--- config.mk ---
export PLATFORM = sky130hd
export DESIGN_NAME = gcd_job_dispatcher
export DESIGN_NICKNAME = d
export VERILOG_FILES = /design/src/rtl/gcd_pkg.sv /design/src/rtl/gcd_job_fifo.sv /design/src/rtl/gcd_job_dispatcher.sv
export SDC_FILE = /design/constraint.sdc
export NUM_CORES = 1
export LEC_CHECK = 0
export BUFFER_PORTS_ARGS = -buffer_cell sky130_fd_sc_hd__buf_2
export CAP_MARGIN = 20
export CELL_PAD_IN_SITES_DETAIL_PLACEMENT = 2
export CELL_PAD_IN_SITES_GLOBAL_PLACEMENT = 2
export CORE_AREA = 2 2 117 119
export CTS_CLUSTER_SIZE = 20
export DETAILED_ROUTE_END_ITERATION = 6
export DIE_AREA = 0 0 119 121
export PLACE_DENSITY_LB_ADDON = 0.1
export SYNTH_ARGS = -nofsm -noshare
export SYNTH_HDL_FRONTEND = slang
export SYNTH_SLANG_ARGS = --single-unit
--- constraint.sdc ---
create_clock -name clk -period 7.29 [get_ports clk]
set_clock_uncertainty 0.1 [all_clocks]
set_input_delay 1.458 -clock clk [delete_from_list [all_inputs] [get_ports clk]]
set_output_delay 1.458 -clock clk [all_outputs]
set_load 0.05 [all_outputs]
--- src/rtl/gcd_pkg.sv ---
`default_nettype none
// ============================================================================
// Module      : gcd_pkg
// Description : Shared constants and FSM state type for the GCD job
//               dispatcher and its input FIFO.
// Revision    : 1.0 - initial release
// ============================================================================
package gcd_pkg;

  // Operand/result width of the attached GCD core.
  localparam int unsigned C_W_DEFAULT       = 10;
  // Input FIFO entries (power of two, >= 2).
  localparam int unsigned C_DEPTH_DEFAULT   = 4;
  // Cycles to wait for core done before a job is aborted.
  localparam int unsigned C_TIMEOUT_DEFAULT = 1023;

  // Dispatcher FSM states.
  typedef enum logic [1:0] {
    ST_IDLE  = 2'd0,
    ST_ISSUE = 2'd1,
    ST_WAIT  = 2'd2,
    ST_HOLD  = 2'd3
  } state_t;

endpackage
`default_nettype wire

--- src/rtl/gcd_job_fifo.sv ---
`default_nettype none
// ============================================================================
// Module      : gcd_job_fifo
// Description : Synchronous FIFO holding operand pairs. Push is refused when
//               full (no full-bypass); push and pop may coincide.
// Revision    : 1.0 - initial release
// ============================================================================
module gcd_job_fifo
  import gcd_pkg::*;
#(
  parameter int unsigned DW    = 2 * C_W_DEFAULT,
  parameter int unsigned DEPTH = C_DEPTH_DEFAULT
) (
  input  logic                       clk,
  input  logic                       rst,
  input  logic                       wr_en_i,
  input  logic [DW-1:0]              wr_data_i,
  input  logic                       rd_en_i,
  output logic [DW-1:0]              rd_data_o,
  output logic                       full_o,
  output logic                       empty_o,
  output logic [$clog2(DEPTH):0]     count_o
);

  localparam int unsigned AW = $clog2(DEPTH);
  localparam logic [AW:0] FULL_CNT = (AW+1)'(DEPTH);

  logic [DW-1:0] mem_q [DEPTH];
  logic [AW-1:0] wr_ptr_q;
  logic [AW-1:0] rd_ptr_q;
  logic [AW:0]   count_q;
  logic          push;
  logic          pop;

  // Gate requests with the registered flags so a full FIFO never overwrites.
  assign push = wr_en_i && !full_o;
  assign pop  = rd_en_i && !empty_o;

  // Storage array: data only, no reset needed.
  always_ff @(posedge clk) begin
    if (push) begin
      mem_q[wr_ptr_q] <= wr_data_i;
    end
  end

  // Pointers wrap naturally because DEPTH is a power of two.
  always_ff @(posedge clk) begin
    if (rst) begin
      wr_ptr_q <= '0;
      rd_ptr_q <= '0;
      count_q  <= '0;
    end else begin
      if (push) wr_ptr_q <= wr_ptr_q + AW'(1);
      if (pop)  rd_ptr_q <= rd_ptr_q + AW'(1);
      case ({push, pop})
        2'b10:   count_q <= count_q + (AW+1)'(1);
        2'b01:   count_q <= count_q - (AW+1)'(1);
        default: count_q <= count_q;
      endcase
    end
  end

  assign rd_data_o = mem_q[rd_ptr_q];
  assign full_o    = (count_q == FULL_CNT);
  assign empty_o   = (count_q == '0);
  assign count_o   = count_q;

endmodule
`default_nettype wire

--- src/rtl/gcd_job_dispatcher.sv ---
`default_nettype none
// ============================================================================
// Module      : gcd_job_dispatcher
// Description : Buffers operand pairs, issues them one at a time to a GCD
//               core over a start/done handshake, and returns results on a
//               valid/ready stream. Zero operands bypass the core; a job
//               whose done never arrives is aborted after TIMEOUT cycles.
// Revision    : 1.0 - initial release
// ============================================================================
module gcd_job_dispatcher
  import gcd_pkg::*;
#(
  parameter int unsigned W       = C_W_DEFAULT,
  parameter int unsigned DEPTH   = C_DEPTH_DEFAULT,
  parameter int unsigned TIMEOUT = C_TIMEOUT_DEFAULT
) (
  input  logic         clk,
  input  logic         rst,
  input  logic         in_valid,
  output logic         in_ready,
  input  logic [W-1:0] in_a,
  input  logic [W-1:0] in_b,
  output logic         out_valid,
  input  logic         out_ready,
  output logic [W-1:0] out_result,
  output logic         out_timeout,
  output logic         core_start,
  output logic [W-1:0] core_a,
  output logic [W-1:0] core_b,
  input  logic         core_done,
  input  logic [W-1:0] core_result,
  output logic         busy
);

  localparam int unsigned AW = $clog2(DEPTH);
  localparam int unsigned CW = $clog2(TIMEOUT + 1);
  // Last counter value before abort: WAIT entry counts as cycle 0.
  localparam logic [CW-1:0] TO_LAST = CW'(TIMEOUT - 1);

  state_t          state_q;
  logic [CW-1:0]   cnt_q;
  logic            core_start_q;
  logic [W-1:0]    core_a_q;
  logic [W-1:0]    core_b_q;
  logic            out_valid_q;
  logic [W-1:0]    out_result_q;
  logic            out_timeout_q;

  logic            fifo_full;
  logic            fifo_empty;
  logic [AW:0]     fifo_count;
  logic [2*W-1:0]  fifo_rd_data;
  logic [W-1:0]    pop_a;
  logic [W-1:0]    pop_b;
  logic            pop;

  assign pop   = (state_q == ST_IDLE) && !fifo_empty;
  assign pop_a = fifo_rd_data[2*W-1:W];
  assign pop_b = fifo_rd_data[W-1:0];

  gcd_job_fifo #(
    .DW    (2 * W),
    .DEPTH (DEPTH)
  ) u_fifo (
    .clk       (clk),
    .rst       (rst),
    .wr_en_i   (in_valid),
    .wr_data_i ({in_a, in_b}),
    .rd_en_i   (pop),
    .rd_data_o (fifo_rd_data),
    .full_o    (fifo_full),
    .empty_o   (fifo_empty),
    .count_o   (fifo_count)
  );

  // Job sequencing FSM with timeout counter and registered outputs.
  always_ff @(posedge clk) begin
    if (rst) begin
      state_q       <= ST_IDLE;
      cnt_q         <= '0;
      core_start_q  <= 1'b0;
      core_a_q      <= '0;
      core_b_q      <= '0;
      out_valid_q   <= 1'b0;
      out_result_q  <= '0;
      out_timeout_q <= 1'b0;
    end else begin
      core_start_q <= 1'b0;
      case (state_q)
        ST_IDLE: begin
          if (!fifo_empty) begin
            core_a_q <= pop_a;
            core_b_q <= pop_b;
            if ((pop_a == '0) || (pop_b == '0)) begin
              // gcd(x,0) = x and gcd(0,0) = 0, so OR gives the answer.
              out_result_q  <= pop_a | pop_b;
              out_timeout_q <= 1'b0;
              out_valid_q   <= 1'b1;
              state_q       <= ST_HOLD;
            end else begin
              core_start_q <= 1'b1;
              state_q      <= ST_ISSUE;
            end
          end
        end
        ST_ISSUE: begin
          cnt_q   <= '0;
          state_q <= ST_WAIT;
        end
        ST_WAIT: begin
          if (core_done) begin
            out_result_q  <= core_result;
            out_timeout_q <= 1'b0;
            out_valid_q   <= 1'b1;
            state_q       <= ST_HOLD;
          end else if (cnt_q == TO_LAST) begin
            out_result_q  <= '0;
            out_timeout_q <= 1'b1;
            out_valid_q   <= 1'b1;
            state_q       <= ST_HOLD;
          end else begin
            cnt_q <= cnt_q + CW'(1);
          end
        end
        ST_HOLD: begin
          if (out_ready) begin
            out_valid_q <= 1'b0;
            state_q     <= ST_IDLE;
          end
        end
        default: state_q <= ST_IDLE;
      endcase
    end
  end

  assign in_ready    = !fifo_full;
  assign out_valid   = out_valid_q;
  assign out_result  = out_result_q;
  assign out_timeout = out_timeout_q;
  assign core_start  = core_start_q;
  assign core_a      = core_a_q;
  assign core_b      = core_b_q;
  assign busy        = (state_q != ST_IDLE) || (fifo_count != '0);

endmodule
`default_nettype wire

==> results.txt <==
status - complete, no violations
Distinct cells, synth - 39
n_diodes - 0
most common cell after layout, fill and taps aside - edfxtp_1
Setup CP Type - reg -> reg
DR vias/cell - 5.25
Post-DP HPWL - 9520 um
relative slew slack - 33.3%
Max VDD drop - 276 uV
Sequential Area - 3480 um^2
crit path max-delay cell type - inv_1
wire length of the first global-routing pass - 22700 um
Gate power share - 36.9%
final core occ - 49.7%
Ports - 70
Die Y - 121 um
final hold slack - 358 ps
sequential share of the synthesized area - 64.4%
initial drt markers - 200
Most used DFF post-synth - edfxtp_1
Initial Util - 41.3%
die width - 119 um
Final ANT Viol Nets - 0
crit-path cells - inv_1, ha_1, nand2b_1, inv_1, ha_1, inv_1, fa_1, xor2_1, or3_1, a21oi_1
Critical Path Most Common Cell - inv_1
Cell Area, Synth - 5410 um^2
number of flops mapped to enable cells by yosys - 80
Mapped Nets - 470
htree depth - 4
MaxCap Viol Count - 0
Area growth syn-to-layout - 20.4%
reg-to-reg slack, setup - 3620 ps
min Tclk post-route - 3670 ps
Power Dens Cells - 454 nW/um^2
Setup Buffers After CTS - 0
final hold violations - 0
clock power share - 27.5%
maximum clock insertion buffer count - 2
crit path launch type - flip-flop
Remaining DRCs - 0
Area after DPL - 5880 um^2
Rows - 42
Flop pwr share - 35.6%
post-route design area - 6510 um^2
CTS Sinks - 134
via count - 3580
Worst Setup End Kind - flip-flop
Overall Power - 2.95 mW
synth warn - 0
internal power - 1.71 mW
detailed-route wire length - 14300 um
Syn Area/Cell - 12.8 um^2
Worst Path Arrival - 3910 ps
Psw - 1.24 mW
CTS buffer count - 17
clock latency at the later pin of the worst-skew pair - 420 ps
max-slew violations - 0
Post-CTS Resized - 0
most frequent cells in the layout - 80 x edfxtp_1, 71 x nand2_1, 69 x buf_2
Slew @ Worst Pin - 1000 ps
CP Max Fanout - 23
initial antenna violation count - 0
Layout Cells excl Fill - 682
# setup viols final - 0
Tot GR Track Use - 21.3%
Port Buffers - 69
share of layout cells above drive strength 1 - 25.5%
slowest cell delay on critical path - 780 ps
HP Class - reg -> reg
final setup TNS - 0 ps
die area - 14400 um^2
# fillers - 1261
drt first pass iters - 4
flops & latches, synth - 134
pin count of the biggest net entering global routing - 49
CTS hold repair buffers - 0
RSZ-0062 raised after global routing - no
routed length per instance - 21.0 um
Data required, critical path - 7540 ps
Final period util - 50.3%
Pleak - 2.36 nW
Synth async-reset ratio - 0%
pre-CTS setup slack - 3660 ps
fmax - 273 MHz
GPL Wtd Cong - 0.760
TritonCTS clock tree - yes
final setup margin - 3620 ps
vias in the first global route - 3990
final net count - 541
grt total ovfl - 0
Switching Fraction - 42.0%
CTS root buffer - clkbuf_16
placed cell count - 647
core outline area - 13100 um^2
area of the multi-input gates - 1770 um^2
CTS clk-pin slew, worst paths - 60 ps
Gate Count Post-Synth - 422
==> logic make-up (layout without fill, tap and decap cells) <==
logic type / after synthesis / in the layout / synth area share, %
multiplexers: 22 / 22 / 8.82
adder cells (fa/ha/maj): 13 / 13 / 3.15
AO/OA/AOI/OAI: 62 / 62 / 6.50
buffers and inverters: 34 / 118 / 2.73
flip-flops: 134 / 134 / 64.4
AND/OR/NAND/NOR: 145 / 145 / 12.4
XOR/XNOR: 12 / 12 / 1.94
==> critical path: cells and delay by family, from the launching register on <==
kind / cells / cell delay [ps]
buffers and inverters: 3 / 980
AO/OA/AOI/OAI: 1 / 140
flip-flops: 1 / 350
AND/OR/NAND/NOR: 2 / 830
XOR/XNOR: 1 / 180
adder cells (fa/ha/maj): 3 / 1010
==> cell usage after synthesis (2+ instances only) <==
| library cell | number | area [um^2] |
|---|---|---|
| edfxtp_1 | 80 | 2400 |
| nand2_1 | 71 | 267 |
| dfxtp_1 | 54 | 1080 |
| a21oi_1 | 37 | 185 |
| nor2_1 | 24 | 90.1 |
| mux4_2 | 19 | 428 |
| o21ai_0 | 15 | 75.1 |
| inv_1 | 13 | 48.8 |
| clkbuf_1 | 12 | 45.0 |
| ha_1 | 12 | 150 |
| nand4_1 | 12 | 75.1 |
| or3_1 | 12 | 75.1 |
| xor2_1 | 7 | 61.3 |
| and3_1 | 5 | 31.3 |
| nand3_1 | 5 | 25.0 |
| xnor2_1 | 5 | 43.8 |
| nand2b_1 | 4 | 25.0 |
| buf_1 | 3 | 11.3 |
| buf_2 | 3 | 15.0 |
| nor2b_1 | 3 | 18.8 |
| nor3_1 | 3 | 15.0 |
| nor4_1 | 3 | 18.8 |
| a211oi_1 | 2 | 15.0 |
| buf_6 | 2 | 22.5 |
| o211ai_1 | 2 | 15.0 |
==> worst paths after layout <==
check                     startpoint                              to  cells past startpoint
max reg2reg  state_q[0]$_SDFFE_PP0P_  u_fifo.count_o[2]$_SDFFE_PP0P_                     10
max          state_q[0]$_SDFFE_PP0P_  u_fifo.count_o[2]$_SDFFE_PP0P_                     10
min           core_b[1]$_SDFFE_PP0P_          core_b[1]$_SDFFE_PP0P_                      2
min reg2reg   core_b[1]$_SDFFE_PP0P_          core_b[1]$_SDFFE_PP0P_                      2
==> area by class of cell <==
cell class	instances	share of cell area, %
sequential	134	53.5
multi-input combinational	254	27.3
clock buffer	17	6.54
timing repair buffer	73	6.50
inverter	13	0.750
tap	176	3.38
clock inverter	15	2.02
==> flip-flops by register name, summed over array words and instances (netlist names), named ones only <==
signal / count
cnt_q: 10
core_a: 10
core_b: 10
core_start: 1
out_result: 10
out_timeout: 1
out_valid: 1
state_q: 2
u_fifo.count_o: 3
u_fifo.mem_q: 80
u_fifo.rd_ptr_q: 2
u_fifo.wr_ptr_q: 2
==> routing by layer <==
| layer | track usage [%] | share of wire (%) | up-vias | wire length (um) |
|---|---|---|---|---|
| met5 | 0 | 0 | - | 0 |
| met4 | 6.99 | 1.4 | 0 | 194 |
| met3 | 5.40 | 3.5 | 16 | 505 |
| met2 | 37.4 | 53 | 65 | 7560 |
| met1 | 25.5 | 42 | 1818 | 6070 |
| li1 | - | - | 1681 | - |
==> power by group through the flow <==
stage	clock network (mW)	registers [mW]	logic (mW)
finish	0.813	1.05	1.09
CTS	0.830	1.06	1.08
floorplan	0	1.32	0.521
global placement	0	1.05	1.05
global route	0.861	1.07	1.17
detailed placement	0	1.07	1.07
(Power assumes the default switching activity.)
